--- config.mk ---
export PLATFORM = sky130hd
export DESIGN_NAME = irq_responder
export DESIGN_NICKNAME = d
export VERILOG_FILES = /design/src/rtl/irq_responder.sv
export SDC_FILE = /design/constraint.sdc
export NUM_CORES = 1
export LEC_CHECK = 0
export BUFFER_PORTS_ARGS = -buffer_cell sky130_fd_sc_hd__buf_2
export CAP_MARGIN = 25
export CORE_MARGIN = 5
export CORE_UTILIZATION = 40
export CTS_CLUSTER_DIAMETER = 30
export DETAILED_ROUTE_END_ITERATION = 8
export PLACE_DENSITY = 0.82
export SYNTH_ARGS = -nofsm -noshare
export SYNTH_HDL_FRONTEND = slang
export SYNTH_SLANG_ARGS = --single-unit
--- constraint.sdc ---
create_clock -name clk_i -period 5.7 [get_ports clk_i]
set_clock_uncertainty 0.15 [all_clocks]
set_input_delay 1.14 -clock clk_i [delete_from_list [all_inputs] [get_ports clk_i]]
set_output_delay 1.14 -clock clk_i [all_outputs]
set_load 0.05 [all_outputs]
--- src/rtl/irq_responder.sv ---
// Interrupt acceptance and return sequencer: accepts a pending IRQ at an
// instruction boundary, redirects fetch to its vector, and returns on mret.
module irq_responder #(
  parameter int IRQ_NUM_POW = 4,
  parameter int HOLDOFF     = 2
) (
  input  logic                   clk_i,
  input  logic                   rst_i,
  input  logic                   irq_req_i,
  input  logic [IRQ_NUM_POW-1:0] irq_code_bi,
  output logic                   irq_ack_o,
  input  logic                   instr_boundary_i,
  input  logic [31:0]            pc_bi,
  input  logic [31:0]            ivec_base_bi,
  input  logic                   mret_i,
  input  logic                   ie_wr_i,
  input  logic                   ie_wdata_i,
  output logic                   ie_o,
  output logic                   redirect_o,
  output logic [31:0]            redirect_addr_bo,
  output logic [31:0]            epc_bo,
  output logic [IRQ_NUM_POW-1:0] cause_bo,
  output logic                   in_service_o
);

  localparam int HW = (HOLDOFF < 2) ? 1 : $clog2(HOLDOFF + 1);

  typedef enum logic [1:0] {IDLE, REDIRECT, SERVICE, RETURN} state_t;

  state_t                 r_state;
  state_t                 w_state_nxt;
  logic [HW-1:0]          r_holdoff;
  logic                   r_ie;
  logic [31:0]            r_epc;
  logic [IRQ_NUM_POW-1:0] r_cause;
  logic                   w_accept;
  logic                   w_mret_svc;
  logic [31:0]            w_vec_off;

  assign w_vec_off = {{(32-IRQ_NUM_POW){1'b0}}, r_cause} << 2;

  always_comb begin
    w_state_nxt      = r_state;
    w_accept         = 1'b0;
    w_mret_svc       = 1'b0;
    redirect_o       = 1'b0;
    redirect_addr_bo = 32'h0;
    in_service_o     = 1'b0;
    case (r_state)
      IDLE: begin
        // r_ie is the pre-cycle value, so a same-cycle ie write cannot gate this
        if (!rst_i && irq_req_i && r_ie && instr_boundary_i && (r_holdoff == '0)) begin
          w_accept    = 1'b1;
          w_state_nxt = REDIRECT;
        end
      end
      REDIRECT: begin
        redirect_o       = 1'b1;
        redirect_addr_bo = ivec_base_bi + w_vec_off;
        w_state_nxt      = SERVICE;
      end
      SERVICE: begin
        in_service_o = 1'b1;
        if (mret_i) begin
          w_mret_svc  = 1'b1;
          w_state_nxt = RETURN;
        end
      end
      RETURN: begin
        redirect_o       = 1'b1;
        redirect_addr_bo = r_epc;
        w_state_nxt      = IDLE;
      end
      default: w_state_nxt = IDLE;
    endcase
  end

  always_ff @(posedge clk_i) begin
    if (rst_i) begin
      r_state   <= IDLE;
      r_holdoff <= '0;
      r_ie      <= 1'b0;
      r_epc     <= 32'h0;
      r_cause   <= '0;
    end else begin
      r_state <= w_state_nxt;
      if (r_state == RETURN)
        r_holdoff <= HW'(HOLDOFF);
      else if ((r_state == IDLE) && (r_holdoff != '0))
        r_holdoff <= r_holdoff - HW'(1);
      // accept/mret updates take priority over a software write
      if (w_accept)
        r_ie <= 1'b0;
      else if (w_mret_svc)
        r_ie <= 1'b1;
      else if (ie_wr_i)
        r_ie <= ie_wdata_i;
      if (w_accept) begin
        r_epc   <= pc_bi;
        r_cause <= irq_code_bi;
      end
    end
  end

  assign irq_ack_o = w_accept;
  assign ie_o      = r_ie;
  assign epc_bo    = r_epc;
  assign cause_bo  = r_cause;

endmodule

=== Word-level counts from Yosys, hierarchy flattened ===
Index checks and enable logic that the tools add are counted.

* Bits in latches: 0
* Memories: 0
* ROM bits: 0
* Register bits after elaboration: 41
* RAM bits: 0
* Output and inout bits: 72

* Eq/ne operators: 5
* Add/sub/neg operators: 2
* Divide/modulo/power cells: 0
* Reductions and logical operators: 15
* Multipliers: 0
* Order comparisons: 0
* Bitwise operators: 0
* Mux-type cells: 14
* Shifts and indexed selects: 0

{| class="wikitable"
|+ Operators with widths
! cell !! number
|-
| 32-bit case mux with 2 select lines || 1
|-
| 32-bit by 6-bit adder with 32-bit output || 1
|-
| 1-bit 2-to-1 mux || 8
|-
| 2-bit 2-to-1 mux || 4
|-
| 2-bit case mux with 4 select lines || 1
|-
| 2-bit nonzero test || 3
|-
| 2-bit OR reduction || 3
|-
| 1-bit logical AND || 5
|-
| 2-bit equality test, second input constant || 2
|-
| 2-bit zero test || 2
|-
| 2-bit inequality test, second input constant || 2
|-
| 2-bit by 1-bit equality test with 1-bit output, second input constant || 1
|-
| 2-bit AND reduction || 1
|-
| 2-bit by 1-bit subtractor with 2-bit output, second input constant || 1
|-
| 1-bit zero test || 1
|}

=== Depth between registers and ports, before layout ===
Gate-level depths: netlist (run 1).

* Depth after elaboration: 8
* Mapped depth: 10
* Depth with buffers taken out: 8

=== Least setup slack after synthesis (run 1) ===
No wires, ideal clock.

* Path kind: input to output
* Start: in ivec_base_bi[2]
* End: out redirect_addr_bo[24]
* Stages on the path: 9
* Path slack: 0.727 ns
* Arrival: 3.683 ns
* Required time: 4.410 ns
* Cell sequence: ha_1 inv_1 fa_1 nand2b_1 a211oi_2 buf_4 nand4_1 xor2_1 o21ai_0

* Cells in the longest elaborated chain, start to end: 2

{| class="wikitable"
|+ Ends and longest elaborated chain
! element !! RTL line !! RTL
|-
| start, declared || 14 || <nowiki>input logic [31:0] ivec_base_bi,</nowiki>
|-
| 32-bit by 6-bit adder with 32-bit output || 59 || <nowiki>redirect_addr_bo = ivec_base_bi + w_vec_off;</nowiki>
|-
| 32-bit case mux with 2 select lines || 49 || <nowiki>case (r_state)</nowiki>
|-
| end, declared || 20 || <nowiki>output logic [31:0] redirect_addr_bo,</nowiki>
|}

No other way between the ends.

=== Worst setup path after layout (run 1) ===
* Start: in ivec_base_bi[2]
* End: out redirect_addr_bo[30]

Same word-level chain as after synthesis.

==> impl_metrics.json, run 1 <==
{
  "dieWidth_um": 90.3,
  "cts_buffers": 5,
  "cts_buffer_depth": 2,
  "drtAntennaViolNets": 0,
  "num_antenna_cells": 0,
  "grt_pass1_wl_um": 13600,
  "avgViaCountPerCell": 5.23,
  "post-route-drc-count": 0,
  "leakage_nw": 1.57,
  "drv_cap": 0,
  "drt-initial-drc-count": 107,
  "clk_pin_slew_worst_paths_ps": 80,
  "path_class": "input pin to primary output",
  "grtUsageMet1_pct": 21.4,
  "antenna_found_initial": 0,
  "synth_nets": 439,
  "finalPower_w": 0.000862,
  "arrival_ps": 3190,
  "whs_ps": 319,
  "core_sq_um": 6310,
  "hp-class": "flop to flop",
  "initial_core_util_pct": 40.8,
  "final_common_cell": "buf_2",
  "yosysWarningCount": 0,
  "fmax_mhz": 223,
  "synth_edf_count": 0,
  "h-tree-depth": 2,
  "avgSynthCellArea_sq_um": 7.28,
  "rsz0062_at_grt": "false",
  "io_buffers": 146,
  "endpoint_kind": "primary output",
  "synth.top_cell.area_share_pct": 31.8,
  "hold-path-cell-count": 2,
  "p_seq_share_pct": 35.5,
  "fin_crit_sh_pct": 78.6,
  "worstPathMaxFanout": 13,
  "ys_seq_area_share_pct": 31.8,
  "num_vias": 2954,
  "post-cts-setup-buffers": 0,
  "gr-total-overflow": 0,
  "synth_top_area_cell": "dfxtp_1",
  "synthArstFlopShare_pct": 0,
  "ys_ff_latch": 41,
  "required_ps": 4410,
  "worstSetupStartpointType": "input pin",
  "power_density_nw_per_um2": 254,
  "dieArea_sq_um": 8150,
  "setup_viol": 0,
  "clkPwrFrac_pct": 24.8,
  "cts_tree": "built",
  "slew_violations": 0,
  "p_switching_w": 0.000358,
  "drt-wirelength-per-cell_um": 14.7,
  "fin_util_pct": 53.8,
  "root_buffer": "clkbuf_8",
  "ir_worst_vdd_v": 0.000158,
  "grtUsageTotal_pct": 19.8,
  "gp_congestion": 0.757,
  "period_minus_slack_ps": 4480,
  "firstDrtPassIters": 4,
  "synthTopCellsByArea": "dfxtp_1 (32%), nand2_1 (15%), a21oi_1 (8.0%)",
  "grt_busiest_layer": "met2",
  "rr_startpoint": "r_state[0]",
  "synth_cells": 354,
  "netlist_area_sq_um": 2580,
  "num_rows": 29,
  "tightest_slew_ps": 836,
  "use_met2_pct": 35.7,
  "grt_pass1_vias": 2943,
  "sw_frac_of_total_pct": 41.6,
  "status": "complete, no violations",
  "report.final.hold_viol_count": 0,
  "routed_wl_um": 8330,
  "fin_cells": 565,
  "hold_end": "epc_bo[13]",
  "io_pins": 147,
  "ys.flop_type": "dfxtp_1",
  "syn_to_final_growth_pct": 31.7,
  "cts.sinks": 41,
  "hold_buffers": 0,
  "p_int_w": 0.000504,
  "fin_nets": 572,
  "fp.dieH_um": 90.3,
  "mostFrequentLayoutCells": "buf_2 (146), nand2_1 (100), a21oi_1 (41), dfxtp_1 (41)",
  "yosys.cell_types.count": 39,
  "hp-start": "epc_bo[13]",
  "clk_latency_ps": 290,
  "grt_max_degree": 43,
  "pwr-share-comb_pct": 39.7,
  "place_inst": 557,
  "drive_above_1_share_pct": 33.6,
  "cts_resized": 0,
  "r2r_end": "epc_bo[1]",
  "fin_tns_setup_ps": 0,
  "dp_hpwl_um": 6130,
  "r2r_slack_ps": 3750,
  "slew_headroom_pct": 44.2,
  "grt_use_met3_pct": 6.83,
  "r2r_cells": 7
}
==> state kept, by name (all words and copies together) (netlist names) <==
name	cells
cause_bo	4
epc_bo	32
ie_o	1
r_holdoff	2
r_state	2
==> per-layer routing <==
layer	part of all wire, %	vias up
met4	2.1	0
li1	-	1471
met2	49	106
met1	41	1360
met5	0	-
met3	7.6	17
==> power by group through the flow <==
stage               Clock (W)  Combinational, W  Sequential [W]
finish               0.000214          0.000342        0.000306
floorplan                   0          0.000238        0.000326
global placement            0          0.000339        0.000312
CTS                  0.000222          0.000344        0.000306
detailed placement          0          0.000344        0.000313
global route         0.000233          0.000366        0.000308
==> how the worst max path moves through the flow <==
| stage | start | end | slack, ps |
|---|---|---|---|
| after CTS | ivec_base_bi[2] | redirect_addr_bo[16] | 1220 |
| final | ivec_base_bi[2] | redirect_addr_bo[30] | 1220 |
| after global routing | ivec_base_bi[2] | redirect_addr_bo[30] | 1090 |
| after detailed placement | ivec_base_bi[2] | redirect_addr_bo[30] | 1230 |
| after global placement | ivec_base_bi[2] | redirect_addr_bo[30] | 1270 |
| after floorplan | ivec_base_bi[2] | redirect_addr_bo[24] | 730 |
==> per-stage QoR <==
stage	worst slack, ps	instance area, sq um
after global routing	1090	3400
after global placement	1270	3290
after detailed placement	1230	3290
final	1220	3400
after CTS	1220	3400
after floorplan	727	2580
==> cells by family after synthesis <==
family                     Yosys count  synth area share, %
AOI/OAI and AO/OA                   78                 17.3
xor gates and xnor gates            27                 9.17
and+or+nand+nor                    162                 29.2
muxes                                1                0.388
buffers and inverters               35                 6.94
adders and majority gates           10                 5.14
DFF                                 41                 31.8
==> cell type report <==
type	count	area (sq um)
fillers	609	2920
clock buffers	7	96.3
clock inverters	1	5.00
well taps	77	96.3
flip-flops and latches	41	821
repair buffers	149	753
inverters	12	45.0
multi-input cells	278	1580
==> cells in the mapped netlist, types with 2 or more instances <==
master      n
and2_1      5
xor2_1     19
nand2_1   100
nand3_1    12
o21ai_1     3
clkbuf_1   14
buf_4       2
o21ai_0    19
a22o_1      9
inv_1      11
ha_1        9
buf_6       5
nand4_1    14
and4_1      2
xnor2_1     8
a21oi_1    41
nor2_1      9
and3_1      5
nand2b_1    3
nor3_1      4
dfxtp_1    41
nor2b_1     2
==> worst max-delay path, cell delays in order <==
cell and delay, ps:
buf_2 80, ha_1 150, inv_1 50, fa_1 370
nand2b_1 200, a211oi_2 190, buf_4 240, nand4_1 130
xor2_1 180, o21ai_0 150, buf_2 300
Power figures use the tool's default switching activity.
==> inputs of run 2 (changes only) <==
--- a/config.mk
+++ b/config.mk
@@ -5,6 +5,7 @@
 export SDC_FILE = /design/constraint.sdc
 export NUM_CORES = 1
 export LEC_CHECK = 0
+export ABC_AREA = 1
 export BUFFER_PORTS_ARGS = -buffer_cell sky130_fd_sc_hd__buf_2
 export CAP_MARGIN = 25
 export CORE_MARGIN = 5
==> constraint.sdc (replaced) <==
create_clock -name clk_i -period 3.8 [get_ports clk_i]
set_clock_uncertainty 0.15 [all_clocks]
set_input_delay 0.76 -clock clk_i [delete_from_list [all_inputs] [get_ports clk_i]]
set_output_delay 0.76 -clock clk_i [all_outputs]
set_load 0.05 [all_outputs]
==> impl_metrics.json, run 2 <==
{
  "fin_cells": 737,
  "dieArea_sq_um": 9130,
  "yosys.cell_types.count": 30,
  "r2r_cells": 6,
  "drt-wirelength-per-cell_um": 14.7,
  "num_vias": 3731,
  "r2r_end": "epc_bo[14]",
  "path_common_cell": "nand2_1",
  "critPathBufInv": 4,
  "crit_path_start": "ivec_base_bi[2]",
  "clk_latency_ps": 290,
  "multi_input_comb_area_sq_um": 1780,
  "endpoint": "redirect_addr_bo[20]",
  "path_depth": 14,
  "rr_startpoint": "r_state[1]",
  "final_common_cell": "nand2_1",
  "slew_headroom_pct": 47.6,
  "grt_pass1_vias": 3457,
  "place_inst": 728,
  "cts_tree": "built",
  "period_minus_slack_ps": 3590,
  "io_pins": 147,
  "synthTopCellsByArea": "dfxtp_1 (28%), nand2_1 (21%), inv_1 (7.8%)",
  "synth_nets": 582,
  "synth_edf_count": 0,
  "fillers": 756,
  "netlist_area_sq_um": 2930,
  "status": "complete, no violations",
  "slew_violations": 0,
  "firstDrtPassIters": 4,
  "largest_reg_flops": 32,
  "cts_buffers": 5,
  "yosys-top-cells-count": "nand2_1 (165), inv_1 (61), a21oi_1 (43)",
  "dieWidth_um": 95.5,
  "avgSynthCellArea_sq_um": 5.89,
  "arrival_ps": 2680,
  "root_buffer": "clkbuf_8",
  "drt-initial-drc-count": 248,
  "io_buffers": 146,
  "rsz0062_at_grt": "false",
  "finalPower_w": 0.00157,
  "post-route-drc-count": 0,
  "antenna_found_initial": 0,
  "avgViaCountPerCell": 5.06,
  "ys.flop_type": "dfxtp_1",
  "synthArstFlopShare_pct": 0,
  "regArea_sq_um": 821,
  "leakage_nw": 1.89,
  "num_rows": 31,
  "ys_ff_latch": 41,
  "worstPathMaxFanout": 6,
  "ir_worst_vdd_v": 0.000245,
  "yosysWarningCount": 0,
  "endpoint_kind": "primary output",
  "tightest_slew_ps": 785,
  "hp-class": "flop to flop",
  "report.final.hold_viol_count": 0,
  "dp_hpwl_um": 8700,
  "synth.top_cell.area_share_pct": 28.0,
  "gp_congestion": 0.910,
  "core_sq_um": 7180,
  "grt_pass1_wl_um": 16800,
  "mostFrequentLayoutCells": "nand2_1 (165), buf_2 (146), inv_1 (61), a21oi_1 (43)",
  "crit_chain": "buf_2 > ha_1 > inv_1 > fa_1 > inv_1 > nand2_1 > nand3_1 > nand2_1 > nor2_4 > nand2_1 > nand2_1 > nand3_1 > o21ai_1 > buf_2",
  "gr-total-overflow": 0,
  "drive_above_1_share_pct": 27.8,
  "stdcell_area_sq_um": 3850,
  "syn_to_final_growth_pct": 31.5,
  "critical_path.max_stage_delay_ps": 390,
  "power_density_nw_per_um2": 409,
  "drtAntennaViolNets": 0,
  "clk_pin_slew_worst_paths_ps": 90,
  "h-tree-depth": 2,
  "synth_top_area_cell": "dfxtp_1",
  "r2r_slack_ps": 1830,
  "required_ps": 2890,
  "path_delay_family": "simple AND/OR/NAND/NOR gates",
  "fin_nets": 721,
  "fin_crit_sh_pct": 94.4,
  "fp.dieH_um": 95.5,
  "synth_cells": 497,
  "path_class": "input pin to primary output",
  "cts_buffer_depth": 2,
  "drv_cap": 0,
  "initial_core_util_pct": 40.8,
  "place_area_sq_um": 3720,
  "fmax_mhz": 279,
  "cts.sinks": 41,
  "worstSetupStartpointType": "input pin",
  "synth.most_common_cell": "nand2_1",
  "fin_tns_setup_ps": 0,
  "routed_wl_um": 10800,
  "setup_viol": 0,
  "slowest_stage": "fa_1",
  "grt_max_degree": 57,
  "ys_seq_area_share_pct": 28.0,
  "grtUsageTotal_pct": 23.3
}
## run 2: cell types whose count changed in the layout (fill, tap and decap cells not counted), moves of 11 or more
cell     delta
inv_1      +50
nand2_1    +65
nand3_1    +29
nor2_1     +30
o21ai_1    +11
xor2_1     -18
## run 2: worst min path at each step
stage	startpoint	endpoint	cells past startpoint
floorplan	r_holdoff[0]	r_holdoff[0]	2
global placement	epc_bo[1]	epc_bo[1]	2
global route	epc_bo[2]	epc_bo[2]	2
detailed placement	epc_bo[8]	epc_bo[8]	2
finish	epc_bo[8]	epc_bo[8]	2
CTS	epc_bo[8]	epc_bo[8]	2
## run 2: power breakdown
group,leakage (nW),internal [W],switching [W]
clock,0.0574,0.000214,0.000168
combinational,1.50,0.000176,0.000550
sequential,0.331,0.000453,0.0000126
total,1.89,0.000843,0.000730
## run 2: layout make-up
class                   count  share of cell area [%]
multi-input cells         375                    46.3
flip-flops and latches     41                    21.3
repair buffers            150                    19.8
inverters                  63                    6.15
well taps                  99                    3.22
clock buffers               6                    2.15
clock inverters             2                   0.976
diodes                      1                  0.0650
## run 2: stage by stage
step | utilization [%] | hold WS [ps] | worst slack [ps]
6_report | 53.6 | 322 | 213
5_1_grt | 53.6 | 348 | 33.6
4_1_cts | 53.5 | 325 | 157
3_5_place_dp | 51.9 | 310 | 177
3_3_place_gp | 51.9 | 301 | 192
2_1_floorplan | - | 306 | 132
## run 2: tightest hold or removal path, stage by stage, from the launching register on
cell	delay (ps)
dfxtp_1	320
inv_1	60
a21oi_1	50
## run 2: what timing repair did
action                                  in CTS  in global routing
hold buffers                                 0                  0
resized for setup                            0                  1
endpoints found under the setup margin       0                  1
buffers inserted                             0                  0
## run 2: routing by layer
metal	GRT usage (%)	share of wire (%)	up-vias	wire length, um
li1	-	-	1870	-
met5	0	0	-	0
met4	4.62	1.1	0	116
met2	38.2	47	141	5060
met1	32.1	45	1708	4840
met3	4.03	7.6	12	825
## run 2: cells by family after synthesis
kind of cell | synth area share (%)
AOI/OAI and AO/OA | 17.2
xor gates and xnor gates | 0.299
adders and majority gates | 4.53
buffers and inverters | 11.3
DFF | 28.0
and+or+nand+nor | 38.6
